## config.mk

```make
export PLATFORM = sky130hd
export DESIGN_NAME = lc3_writeback_flat
export DESIGN_NICKNAME = d
export VERILOG_FILES = /design/src/rtl/lc3_pkg.sv /design/src/rtl/lc3_writeback_if.sv /design/src/rtl/wb_fifo.sv /design/src/rtl/lc3_writeback.sv /design/src/flat_wrapper.sv
export SDC_FILE = /design/constraint.sdc
export NUM_CORES = 1
export LEC_CHECK = 0
export ABC_CLOCK_PERIOD_IN_PS = 5590
export CAP_MARGIN = 20
export CORE_ASPECT_RATIO = 1.5
export CORE_MARGIN = 1
export CORE_UTILIZATION = 40
export CTS_CLUSTER_SIZE = 24
export DETAILED_ROUTE_END_ITERATION = 16
export PLACE_DENSITY = 0.69
export SLEW_MARGIN = 20
export SYNTH_ARGS = -nofsm -noshare
export SYNTH_HDL_FRONTEND = slang
export SYNTH_HIERARCHICAL = 1
export SYNTH_SLANG_ARGS = --single-unit
```

## constraint.sdc

```tcl
create_clock -name clk -period 5.59 [get_ports clk]
set_clock_uncertainty 0.1 [all_clocks]
set_input_delay 1.677 -clock clk [delete_from_list [all_inputs] [get_ports clk]]
set_output_delay 1.677 -clock clk [all_outputs]
set_load 0.05 [all_outputs]
```

## src/rtl/lc3_pkg.sv

```systemverilog
// Shared types and helpers for the LC3 writeback stage: queue entry layout and NZP encoding.
package lc3_pkg;

  typedef struct packed {
    logic [2:0]  dr;
    logic [15:0] data;
    logic        setcc;
  } wb_entry_t;

  localparam logic [2:0] NZP_RESET = 3'b010;

  // Exactly one of {N,Z,P} is set for any 16-bit value.
  function automatic logic [2:0] calc_nzp(input logic [15:0] value);
    if (value[15]) begin
      return 3'b100;
    end else if (value == 16'h0000) begin
      return 3'b010;
    end else begin
      return 3'b001;
    end
  endfunction

endpackage

```

## src/rtl/lc3_writeback_if.sv

```systemverilog
// Handshake and regfile-port bundle of the LC3 writeback stage; WB_FWD_EN adds the forwarding lookup.
interface lc3_writeback_if;

  logic        alu_valid;
  logic        alu_ready;
  logic [2:0]  alu_dr;
  logic [15:0] alu_data;
  logic        alu_setcc;
  logic        mem_valid;
  logic        mem_ready;
  logic [2:0]  mem_dr;
  logic [15:0] mem_data;
  logic        mem_setcc;
  logic        wb_hold;
  logic        rf_write_en;
  logic [2:0]  rf_sel_in;
  logic [15:0] rf_in_data;
  logic [2:0]  nzp;
  logic [7:0]  busy;
`ifdef WB_FWD_EN
  logic [2:0]  fwd_sel;
  logic        fwd_hit;
  logic [15:0] fwd_data;
`endif

  modport master (
    output alu_valid, alu_dr, alu_data, alu_setcc,
    output mem_valid, mem_dr, mem_data, mem_setcc, wb_hold,
`ifdef WB_FWD_EN
    output fwd_sel,
    input  fwd_hit, fwd_data,
`endif
    input  alu_ready, mem_ready, rf_write_en, rf_sel_in, rf_in_data, nzp, busy
  );

  modport slave (
    input  alu_valid, alu_dr, alu_data, alu_setcc,
    input  mem_valid, mem_dr, mem_data, mem_setcc, wb_hold,
`ifdef WB_FWD_EN
    input  fwd_sel,
    output fwd_hit, fwd_data,
`endif
    output alu_ready, mem_ready, rf_write_en, rf_sel_in, rf_in_data, nzp, busy
  );

endinterface

```

## src/rtl/wb_fifo.sv

```systemverilog
// In-order result queue with per-slot valid mask; pointers wrap modulo DEPTH (any DEPTH 1..16).
// WB_FWD_EN exposes slot data and the read pointer for the forwarding lookup.
module wb_fifo
  import lc3_pkg::*;
#(
  parameter  int DEPTH = 4,
  localparam int CW    = $clog2(DEPTH + 1),
  localparam int PW    = (DEPTH > 1) ? $clog2(DEPTH) : 1
) (
  input  logic             clk,
  input  logic             rst_n,
  input  logic             push_i,
  input  wb_entry_t        entry_i,
  input  logic             pop_i,
  output wb_entry_t        head_o,
  output logic [CW-1:0]    count_o,
  output logic [DEPTH-1:0] slotValid_o,
`ifdef WB_FWD_EN
  output logic [15:0]      slotData_o [DEPTH],
  output logic [PW-1:0]    rdPtr_o,
`endif
  output logic [2:0]       slotDr_o [DEPTH]
);

  wb_entry_t        mem_q [DEPTH];
  logic [PW-1:0]    wrPtr_q, wrPtr_d;
  logic [PW-1:0]    rdPtr_q, rdPtr_d;
  logic [CW-1:0]    count_q, count_d;
  logic [DEPTH-1:0] valid_q, valid_d;

  function automatic logic [PW-1:0] nextPtr(input logic [PW-1:0] ptr);
    return (ptr == PW'(DEPTH - 1)) ? '0 : ptr + PW'(1);
  endfunction

  // Callers never push when full or pop when empty, so push and pop never hit the same slot.
  always_comb begin
    wrPtr_d = wrPtr_q;
    rdPtr_d = rdPtr_q;
    count_d = count_q;
    valid_d = valid_q;
    if (push_i) begin
      valid_d[wrPtr_q] = 1'b1;
      wrPtr_d          = nextPtr(wrPtr_q);
    end
    if (pop_i) begin
      valid_d[rdPtr_q] = 1'b0;
      rdPtr_d          = nextPtr(rdPtr_q);
    end
    case ({push_i, pop_i})
      2'b10:   count_d = count_q + CW'(1);
      2'b01:   count_d = count_q - CW'(1);
      default: count_d = count_q;
    endcase
  end

  always_ff @(posedge clk) begin
    if (!rst_n) begin
      wrPtr_q <= '0;
      rdPtr_q <= '0;
      count_q <= '0;
      valid_q <= '0;
    end else begin
      wrPtr_q <= wrPtr_d;
      rdPtr_q <= rdPtr_d;
      count_q <= count_d;
      valid_q <= valid_d;
    end
  end

  always_ff @(posedge clk) begin
    if (push_i) begin
      mem_q[wrPtr_q] <= entry_i;
    end
  end

  assign head_o      = mem_q[rdPtr_q];
  assign count_o     = count_q;
  assign slotValid_o = valid_q;

  always_comb begin
    for (int i = 0; i < DEPTH; i++) begin
      slotDr_o[i] = mem_q[i].dr;
`ifdef WB_FWD_EN
      slotData_o[i] = mem_q[i].data;
`endif
    end
  end

`ifdef WB_FWD_EN
  assign rdPtr_o = rdPtr_q;
`endif

endmodule

```

## src/rtl/lc3_writeback.sv

```systemverilog
// LC3 writeback stage: arbitrates ALU/load results into an ordered queue, drives the regfile
// write port, keeps NZP and the pending-write scoreboard. Define WB_FWD_EN for forwarding lookup.
module lc3_writeback
  import lc3_pkg::*;
#(
  parameter int DEPTH = 4
) (
  input logic            clk,
  input logic            rst_n,
  lc3_writeback_if.slave wb
);

  localparam int CW = $clog2(DEPTH + 1);
`ifdef WB_FWD_EN
  localparam int PW = (DEPTH > 1) ? $clog2(DEPTH) : 1;
`endif

  logic [CW-1:0]    count;
  wb_entry_t        head;
  wb_entry_t        pushEntry;
  logic             space;
  logic             pushMem;
  logic             pushAlu;
  logic             push;
  logic             pop;
  logic [DEPTH-1:0] slotValid;
  logic [2:0]       slotDr [DEPTH];
  logic [2:0]       nzp_q;
`ifdef WB_FWD_EN
  logic [15:0]      slotData [DEPTH];
  logic [PW-1:0]    rdPtr;
`endif

  // Readiness depends on occupancy only, so a same-cycle pop never frees a slot early.
  assign space        = count < CW'(DEPTH);
  assign wb.mem_ready = space && rst_n;
  assign wb.alu_ready = space && !wb.mem_valid && rst_n;
  assign pushMem      = wb.mem_valid && wb.mem_ready;
  assign pushAlu      = wb.alu_valid && wb.alu_ready;
  assign push         = pushMem || pushAlu;

  always_comb begin
    pushEntry = '{dr: wb.alu_dr, data: wb.alu_data, setcc: wb.alu_setcc};
    if (wb.mem_valid) begin
      pushEntry = '{dr: wb.mem_dr, data: wb.mem_data, setcc: wb.mem_setcc};
    end
  end

  assign pop            = (count != '0) && !wb.wb_hold && rst_n;
  assign wb.rf_write_en = pop;
  assign wb.rf_sel_in   = (count != '0) ? head.dr : 3'd0;
  assign wb.rf_in_data  = (count != '0) ? head.data : 16'h0000;

  wb_fifo #(.DEPTH(DEPTH)) u_fifo (
    .clk        (clk),
    .rst_n      (rst_n),
    .push_i     (push),
    .entry_i    (pushEntry),
    .pop_i      (pop),
    .head_o     (head),
    .count_o    (count),
    .slotValid_o(slotValid),
`ifdef WB_FWD_EN
    .slotData_o (slotData),
    .rdPtr_o    (rdPtr),
`endif
    .slotDr_o   (slotDr)
  );

  always_ff @(posedge clk) begin
    if (!rst_n) begin
      nzp_q <= NZP_RESET;
    end else if (pop && head.setcc) begin
      nzp_q <= calc_nzp(head.data);
    end
  end

  assign wb.nzp = nzp_q;

  always_comb begin
    wb.busy = 8'h00;
    for (int i = 0; i < DEPTH; i++) begin
      if (slotValid[i]) begin
        wb.busy[slotDr[i]] = 1'b1;
      end
    end
  end

`ifdef WB_FWD_EN
  // Walk oldest to youngest so the last match left standing is the youngest write.
  always_comb begin
    int          slot;
    logic [PW-1:0] slotIdx;
    slot        = 0;
    slotIdx     = '0;
    wb.fwd_hit  = 1'b0;
    wb.fwd_data = 16'h0000;
    for (int k = 0; k < DEPTH; k++) begin
      slot = int'(rdPtr) + k;
      if (slot >= DEPTH) begin
        slot = slot - DEPTH;
      end
      slotIdx = PW'(slot);
      if (k < int'(count) && slotDr[slotIdx] == wb.fwd_sel) begin
        wb.fwd_hit  = 1'b1;
        wb.fwd_data = slotData[slotIdx];
      end
    end
  end
`endif

endmodule
```

## src/flat_wrapper.sv

```systemverilog
// flat-port wrapper written by rule: the top's interface ports become plain ports
module lc3_writeback_flat import lc3_pkg::*;
#(
  parameter int DEPTH = 4
)
  (clk, rst_n, wb_alu_valid, wb_alu_dr, wb_alu_data, wb_alu_setcc, wb_mem_valid, wb_mem_dr, wb_mem_data, wb_mem_setcc, wb_wb_hold, wb_alu_ready, wb_mem_ready, wb_rf_write_en, wb_rf_sel_in, wb_rf_in_data, wb_nzp, wb_busy);
  lc3_writeback_if wb_i ();
  input logic clk;
  input logic rst_n;
  input wire logic [$bits(wb_i.alu_valid)-1:0] wb_alu_valid;
  input wire logic [$bits(wb_i.alu_dr)-1:0] wb_alu_dr;
  input wire logic [$bits(wb_i.alu_data)-1:0] wb_alu_data;
  input wire logic [$bits(wb_i.alu_setcc)-1:0] wb_alu_setcc;
  input wire logic [$bits(wb_i.mem_valid)-1:0] wb_mem_valid;
  input wire logic [$bits(wb_i.mem_dr)-1:0] wb_mem_dr;
  input wire logic [$bits(wb_i.mem_data)-1:0] wb_mem_data;
  input wire logic [$bits(wb_i.mem_setcc)-1:0] wb_mem_setcc;
  input wire logic [$bits(wb_i.wb_hold)-1:0] wb_wb_hold;
  output wire logic [$bits(wb_i.alu_ready)-1:0] wb_alu_ready;
  output wire logic [$bits(wb_i.mem_ready)-1:0] wb_mem_ready;
  output wire logic [$bits(wb_i.rf_write_en)-1:0] wb_rf_write_en;
  output wire logic [$bits(wb_i.rf_sel_in)-1:0] wb_rf_sel_in;
  output wire logic [$bits(wb_i.rf_in_data)-1:0] wb_rf_in_data;
  output wire logic [$bits(wb_i.nzp)-1:0] wb_nzp;
  output wire logic [$bits(wb_i.busy)-1:0] wb_busy;
  assign wb_i.alu_valid = wb_alu_valid;
  assign wb_i.alu_dr = wb_alu_dr;
  assign wb_i.alu_data = wb_alu_data;
  assign wb_i.alu_setcc = wb_alu_setcc;
  assign wb_i.mem_valid = wb_mem_valid;
  assign wb_i.mem_dr = wb_mem_dr;
  assign wb_i.mem_data = wb_mem_data;
  assign wb_i.mem_setcc = wb_mem_setcc;
  assign wb_i.wb_hold = wb_wb_hold;
  assign wb_alu_ready = wb_i.alu_ready;
  assign wb_mem_ready = wb_i.mem_ready;
  assign wb_rf_write_en = wb_i.rf_write_en;
  assign wb_rf_sel_in = wb_i.rf_sel_in;
  assign wb_rf_in_data = wb_i.rf_in_data;
  assign wb_nzp = wb_i.nzp;
  assign wb_busy = wb_i.busy;
  lc3_writeback #(.DEPTH(DEPTH)) u_core (.clk(clk), .rst_n(rst_n), .wb(wb_i));
endmodule
```

==> summary.txt, run 1 <==
Cells and area
  – Area grow syn2layout: 28.2%
  – Layout cell share with drive strength beyond 1: 19.6%
  – Register area: around 2700 um2
  – Cell area after layout: 5720 um2
  – Fill count: 878
  – Area of the multi-input gates: 1560 um2
  – Nets@finish: roughly 420
  – Antenna Cells: 0

Worst setup path
  – Top delay family on crit path: buffers and inverters
  – Max stage delay on crit path: 0.52 ns
  – Worst Path Required: between 3 and 4 ns
  – Critical path launch point type: input port
  – Crit path from: rst_n
  – CP Data Arrival Time: 3.04 ns
  – Worst-path maximum fanout: 13
  – Worst path bufs/invs: 3
  – Worst r2r path cells: 9
  – Critical Path Slowest Stage Cell: clkdlybuf4s50_1
  – Setup crit end kind: primary output
  – RR Startpoint: u_core/u_fifo/count_o[0]$_SDFFE_PN0P_
  – R2r setup slk: approximately 2.7 ns
  – Critical R2R Capture: u_core/u_fifo/count_o[2]$_SDFFE_PN0P_
  – CP Cell Sequence: clkdlybuf4s50_1 > buf_4 > or2b_1 > nor2_1 > buf_12
  – Kind of critical path: in2out

Placement
  – Port bufs: 77
  – Placed Area: 5360 um2
  – DP Wirelength: roughly 6.6 mm
  – Routability cong.: 0.910
  – Worst slack at placement: 0.765 ns

Synthesis
  – Synth top area cells: edfxtp_1, mux4_2, dfxtp_1, mux2_2, nor2b_1
  – EDFF count, synth: 80
  – Mean area per synthesized cell: 15.6 um2
  – Synth async-reset ratio: 0%
  – Synth top area share: 53.8%
  – Biggest area consumer among synthesized cells: edfxtp_1
  – Synth Register Bits: 96
  – Mapped Area: 4460 um2
  – Seq/Total Area, Yosys: 61.0%
  – Most used DFF post-synth: edfxtp_1
  – Yosys Warn Count: 6
  – Syn nets: 342
  – Cells after synthesis: 287
  – Synth unique cells: 42

Die
  – Die X: 88.3 um
  – Initial core utilization: 41.7%
  – Core Region: ~11000 um2
  – Chip Height: between 100 and 150 um
  – I/O pin total: 78
  – Die area: 11600 um2
  – Rows: 46

Outcome
  – Status: completed

Timing
  – Period utilization: between 80% and 90%
  – Worst Max-Slew Pin Slew: about 0.75 ns
  – Hold WS: between 0.3 and 0.4 ns
  – Slew headroom: 49.8%
  – Final Hold Vio Count: 0
  – RSZ-0062 raised after global routing: no
  – Max Freq: 208 MHz
  – Crit path time final: 4.82 ns
  – Slew Viols, Final: 0
  – Setup violators final: 0
  – Final worst slack: 0.775 ns
  – TNS Setup: 0 ns

Clocking
  – TritonCTS Buffers: 9
  – Clock sink count: 96
  – Max clock buf depth: 2
  – CTS tree: yes
  – Post-CTS resize count: 0
  – Root buffer cell: clkbuf_16
  – Clock latency on the worst-skew pair: 0.33 ns
  – Cts hold-fix bufs: 0
  – CTS clk-pin slew, worst paths: 0.06 ns
  – H-tree Lvls: 3
  – Postcts setup bufs: 0

Pwr
  – Worst vdd ir: between 150 and 200 uV
  – PD cells: 366 nW/um2
  – Leakage power: around 1.9 nW
  – Power Total: 0.00209 W

Detailed routing
  – Starting DRT DRC Count: approximately 120
  – Routed wire per std cell: 17.9 um
  – Drt via density: roughly 5
  – Via count: 2638
  – Drc violations: 0
  – Drt pass-1 iters: 4
  – Remaining antenna violation count: 0
  – Wirelength, routed: about 9.2 mm

Global route
  – First-pass GRT wire length: 14.7 mm
  – Vias in the first global route: 2772
  – Largest net degree at the start of global routing: 22
  – GRT Total Usage: 17.2%
  – Initial antenna violation count: 0
  – Total grt overflow: 0

Worst hold path
  – Min-Delay Startpoint: u_core/wb.nzp[0]$_SDFFE_PN0P_
  – Hold endpoint: u_core/wb.nzp[0]$_SDFFE_PN0P_
  – WHS Path Cells: 2
  – Worst min path class: reg2reg

Flow run
  – Maximum Capacitance Violations: 0
==> worst register-to-register path: stages, from the launching register on <==
cell and delay, ns:
dfxtp_1 0.37, nor3_4 0.53, buf_4 0.33, nor3b_1 0.12, buf_4 0.18, ha_1 0.21, fa_1 0.38, xnor2_1 0.14
or3_1 0.30, a21boi_0 0.18
==> layout by cell type (no fill, tap or decap), drive strengths merged <==
master and count:
or2b 1, clkbuf 9, fa 1, or3 1, a21oi 1, clkinv 2, nor2 6, or2 1
or3b 1, nor4 4, nor3b 2, and2 6, dfxtp 16, mux4 20, o211ai 3, o2bb2ai 1
nand3b 1, nor2b 29, clkdlybuf4s50 74, o22a 2, o21ai 3, mux2 20, nor3 2, nand2b 7
ha 9, nand2 14, edfxtp 80, o211a 4, inv 8, o311ai 2, a21boi 2, bufinv 4
a32oi 4, nand4 3, o221ai 3, mux2i 4, o32a 3, xnor2 2, buf 13
==> state kept, by name (all words and copies together) (netlist names), named ones only <==
name,cells
u_core/u_fifo/count_o,3
u_core/u_fifo/mem_q,80
u_core/u_fifo/rdPtr_q,2
u_core/u_fifo/slotValid_o,4
u_core/u_fifo/wrPtr_q,2
u_core/wb.nzp,3
==> kinds of logic after synthesis <==
family	count (synthesis)	share of synthesized area [%]
DFF	96	61.0
and+or+nand+nor	78	10.4
muxes	44	16.0
buffers and inverters	29	4.01
AOI/OAI and AO/OA	28	5.21
adders and majority gates	10	2.97
xor gates and xnor gates	2	0.392
==> per-layer routing <==
| layer | part of all wire (%) | GRT usage (%) | up-vias |
|---|---|---|---|
| met4 | 2.1 | 6.27 | 0 |
| met1 | 38 | 20.7 | 1298 |
| li1 | - | - | 1244 |
| met2 | 56 | 30.2 | 84 |
| met3 | 4.2 | 2.83 | 12 |
| met5 | 0 | 0 | - |
==> through the flow <==
stage,util [%],instances
CTS,53.4,512
finish,53.4,512
detailed placement,50.0,496
global placement,50.0,496
floorplan,-,287
global route,53.4,512
==> final cells by class <==
type	instances	area share (%)
timing repair buffer	87	15.1
inverter	7	0.459
tap	144	3.15
multi-input combinational	162	27.3
clock buffer	9	3.94
sequential	96	47.6
clock inverter	7	2.47
==> Yosys cell counts (2+ instances only) <==
cell / instances
a32oi_1: 4
and2_1: 6
buf_2: 5
buf_4: 13
buf_6: 2
clkbuf_1: 2
dfxtp_1: 16
edfxtp_1: 80
ha_1: 9
inv_1: 7
mux2_2: 20
mux2i_1: 4
mux4_2: 20
nand2_1: 14
nand2b_1: 7
nand4_1: 3
nor2_1: 6
nor2b_1: 29
nor3b_1: 2
nor4_1: 3
o211a_1: 4
o211ai_1: 3
o21ai_0: 3
o221ai_1: 3
o22a_1: 2
o32a_1: 3
xnor2_1: 2
==> report_power, final <==
group / internal [W] / switching (W) / leakage, nW / total [W]
logic: 0.000203 / 0.000316 / 0.879 / 0.000520
registers: 0.000819 / 0.0000236 / 0.861 / 0.000842
clock network: 0.000483 / 0.000250 / 0.178 / 0.000733
==> worst max path at each step <==
stage	end	slack, ns	depth (start not counted)
global route	wb_rf_write_en	0.69	4
finish	wb_alu_ready	0.77	5
global placement	wb_alu_ready	0.79	5
floorplan	wb_rf_write_en	0.87	1
CTS	wb_alu_ready	0.76	5
detailed placement	wb_alu_ready	0.77	5
(Power assumes the default switching activity.)
==> run 2: changes to the inputs <==
GPL_TIMING_DRIVEN = 0   (was unset)
==> run 2 against run 1 <==
Clock power is 25% lower. Count of clock-buffer cells in the layout is 4 higher. Cell area is 0.57% lower. Critical path depth is 2 lower. Worst setup slack worse by 0.63 ns. First-iteration DRC count is 32% higher. Largest cell class unchanged.
==> summary.txt, run 2 (synthesis results as in run 1) <==
Outcome
  – Status: completed

Clocking
  – TritonCTS Buffers: 9 (unchanged)
  – Clock latency on the worst-skew pair: 0.34 ns (about the same)
  – Postcts setup bufs: 0 (unchanged)
  – Cts hold-fix bufs: 0 (unchanged)
  – CTS tree: yes
  – Max clock buf depth: 2 (unchanged)
  – CTS clk-pin slew, worst paths: 0.06 ns (about the same)
  – Clock sink count: 96 (unchanged)
  – Root buffer cell: clkbuf_16
  – H-tree Lvls: 3 (unchanged)
  – Post-CTS resize count: 0 (unchanged)

Pwr
  – Leakage power: 1.91 nW (-0.23%)
  – Internal: 0.00134 W (-11%)
  – PD cells: 336 nW/um2 (-8.1%)
  – Net Switching: 0.000575 W (-2.6%)
  – Comb power frac: 27.4% (+2.6 points)
  – Clock power frac: 28.7% (-6.3 points)
  – Flop pwr share: 43.8% (+3.6 points)
  – Net Sw Frac: 30.0% (+1.9 points)
  – Worst vdd ir: 181 uV (-7.7%)

Die
  – Initial core utilization: 41.7% (unchanged)
  – Rows: 46 (unchanged)
  – Core Region: 10700 um2 (unchanged)
  – I/O pin total: 78 (unchanged)
  – Die area: 11600 um2 (unchanged)
  – Die X: 88.3 um (unchanged)
  – Chip Height: 131 um (unchanged)

Cells and area
  – Fill count: 916 (+4.3%)
  – Commonest non-fill, non-tap cells in the layout: edfxtp_1, clkdlybuf4s50_1, nor2b_1
  – Flip-flop count of the largest register after layout: 80 (unchanged)
  – Nets@finish: 430 (+2.9%)
  – Area of the multi-input gates: 1570 um2 (+0.32%)
  – Register bank with the most flops: u_core/u_fifo/mem_q
  – Register area: 2720 um2 (unchanged)
  – Most common cell after layout, fill and taps aside: edfxtp_1
  – Layout cell share with drive strength beyond 1: 21.3% (+1.8 points)
  – Antenna Cells: 0 (unchanged)
  – Number of non-filler instances in the completed layout: 524 (+2.3%)
  – Area grow syn2layout: 27.4%

Detailed routing
  – Drt pass-1 iters: 4 (unchanged)
  – Starting DRT DRC Count: 160 (+32%)
  – Wirelength, routed: 9.31 mm (+1.4%)
  – Remaining antenna violation count: 0 (unchanged)
  – Drt via density: 5.20 (+0.97%)
  – Via count: 2726 (+3.3%)
  – Routed wire per std cell: 17.8 um (-0.96%)
  – Drc violations: 0 (unchanged)

Placement
  – Post-placement cell count: 508 (+2.4%)
  – Port bufs: 77 (unchanged)
  – DP Wirelength: 6.68 mm (+1.9%)
  – Routability cong.: 0.912 (+0.25%)

Global route
  – First-pass GRT wire length: 15.0 mm (+2.1%)
  – Initial antenna violation count: 0 (unchanged)
  – Largest net degree at the start of global routing: 22 (unchanged)
  – Total grt overflow: 0 (unchanged)
  – Vias in the first global route: 2923 (+5.4%)
  – GRT Total Usage: 17.8% (+0.60 points)

Worst setup path
  – Most used cell, CP: clkdlybuf4s50_1
  – Worst-path maximum fanout: 8 (-5)
  – Setup crit end kind: primary output
  – Top delay family on crit path: buffers and inverters
  – CP Cell Sequence: clkdlybuf4s50_1 > nor3b_1 > clkdlybuf4s50_1
  – R2r setup slk: 3.12 ns (+0.46 ns)
  – Worst Path Required: 3.81 ns (about the same)
  – Worst r2r path cells: 8 (-1)
  – Critical path launch point type: input port
  – RR Startpoint: u_core/u_fifo/count_o[2]$_SDFFE_PN0P_
  – Critical Path Slowest Stage Cell: clkdlybuf4s50_1
  – Kind of critical path: in2out
  – Critical R2R Capture: u_core/u_fifo/count_o[2]$_SDFFE_PN0P_
  – CP Data Arrival Time: 3.66 ns (+0.62 ns)
  – Worst path bufs/invs: 2 (-1)
  – Max stage delay on crit path: 0.90 ns (+0.38 ns)

Flow run
  – Maximum Capacitance Violations: 0 (unchanged)

Worst hold path
  – Min-Delay Startpoint: u_core/wb.nzp[0]$_SDFFE_PN0P_
  – Hold endpoint: u_core/wb.nzp[0]$_SDFFE_PN0P_
  – Worst min path class: reg2reg
  – WHS Path Cells: 2 (unchanged)

Timing
  – Slew headroom: 57.9% (+8.1 points)
  – Period utilization: 97.4% (+11 points)
  – Final Hold Vio Count: 0 (unchanged)
  – Max Freq: 184 MHz (-12%)
  – Worst Max-Slew Pin Slew: 0.631 ns (-0.121 ns)
  – Setup violators final: 0 (unchanged)
  – Slew Viols, Final: 0 (unchanged)
  – Crit path time final: 5.44 ns (+0.627 ns)
  – RSZ-0062 raised after global routing: no
  – TNS Setup: 0 ns (unchanged)
[run 2: cell count changes in the layout (fill, tap and decap cells not counted)]
cell / before / now
clkbuf_1: 0 / 5
buf_12: 2 / 0
clkbuf_8: 0 / 1
buf_4: 11 / 13
inv_6: 1 / 0
buf_2: 0 / 5
clkinv_1: 1 / 0
bufinv_16: 4 / 0
buf_6: 0 / 2
and2_1: 6 / 2
clkdlybuf4s50_1: 74 / 77
clkinv_2: 0 / 2
and2_2: 0 / 4
[run 2: worst max-delay path by stage]
stage                from  slack (ns)        endpoint  depth (start not counted)
6_report            rst_n        0.15  wb_rf_write_en                          3
5_1_grt             rst_n        0.07  wb_rf_write_en                          3
4_1_cts             rst_n        0.11  wb_rf_write_en                          3
3_5_place_dp        rst_n        0.12  wb_rf_write_en                          3
3_3_place_gp        rst_n        0.11  wb_rf_write_en                          3
2_1_floorplan  wb_wb_hold        0.87  wb_rf_write_en                          1
[run 2: power groups by stage]
stage	registers, W	logic [W]	clock network [W]
floorplan	0.000854	0.000347	0
global placement	0.000852	0.000523	0
detailed placement	0.000854	0.000530	0
CTS	0.000839	0.000532	0.000565
global route	0.000842	0.000554	0.000597
finish	0.000838	0.000525	0.000550
[run 2: metal layers]
metal  part of all wire [%]  track usage, %
met1                     37            19.6
met4                    2.7            8.42
met5                      0               0
met3                    3.2            2.51
met2                     57            32.5
[run 2: worst min-delay path, stage by stage, from the launching register on]
cell	delay [ns]
dfxtp_1	0.31
nand2_1	0.05
o2bb2ai_1	0.06
[run 2: per-stage QoR]
step / hold slack (ns) / instance area (um2) / utilization (%) / worst slack, ns / total power, W
after floorplan: 0.395 / 4460 / - / 0.872 / 0.00120
after global placement: 0.364 / 5420 / 50.6 / 0.114 / 0.00137
after detailed placement: 0.355 / 5420 / 50.6 / 0.121 / 0.00138
after CTS: 0.367 / 5690 / 53.1 / 0.110 / 0.00194
after global routing: 0.396 / 5690 / 53.1 / 0.0743 / 0.00199
final: 0.363 / 5690 / 53.1 / 0.148 / 0.00191
[run 2: final cells by class]
cell class | instances | area share (%)
inverter | 7 | 0.462
buffer | 22 | 2.68
clock buffer | 13 | 4.40
timing repair buffer | 77 | 13.5
sequential | 96 | 47.9
clock inverter | 3 | 0.330
tap | 144 | 3.17
multi-input combinational | 162 | 27.6
==> run 3: changes to the inputs <==
GPL_TIMING_DRIVEN = unset   (was 0)
SKIP_LAST_GASP = 1   (was unset)
==> results of run 3 <==
No change in the layout: final DEF, timing and power equal those of run 1.
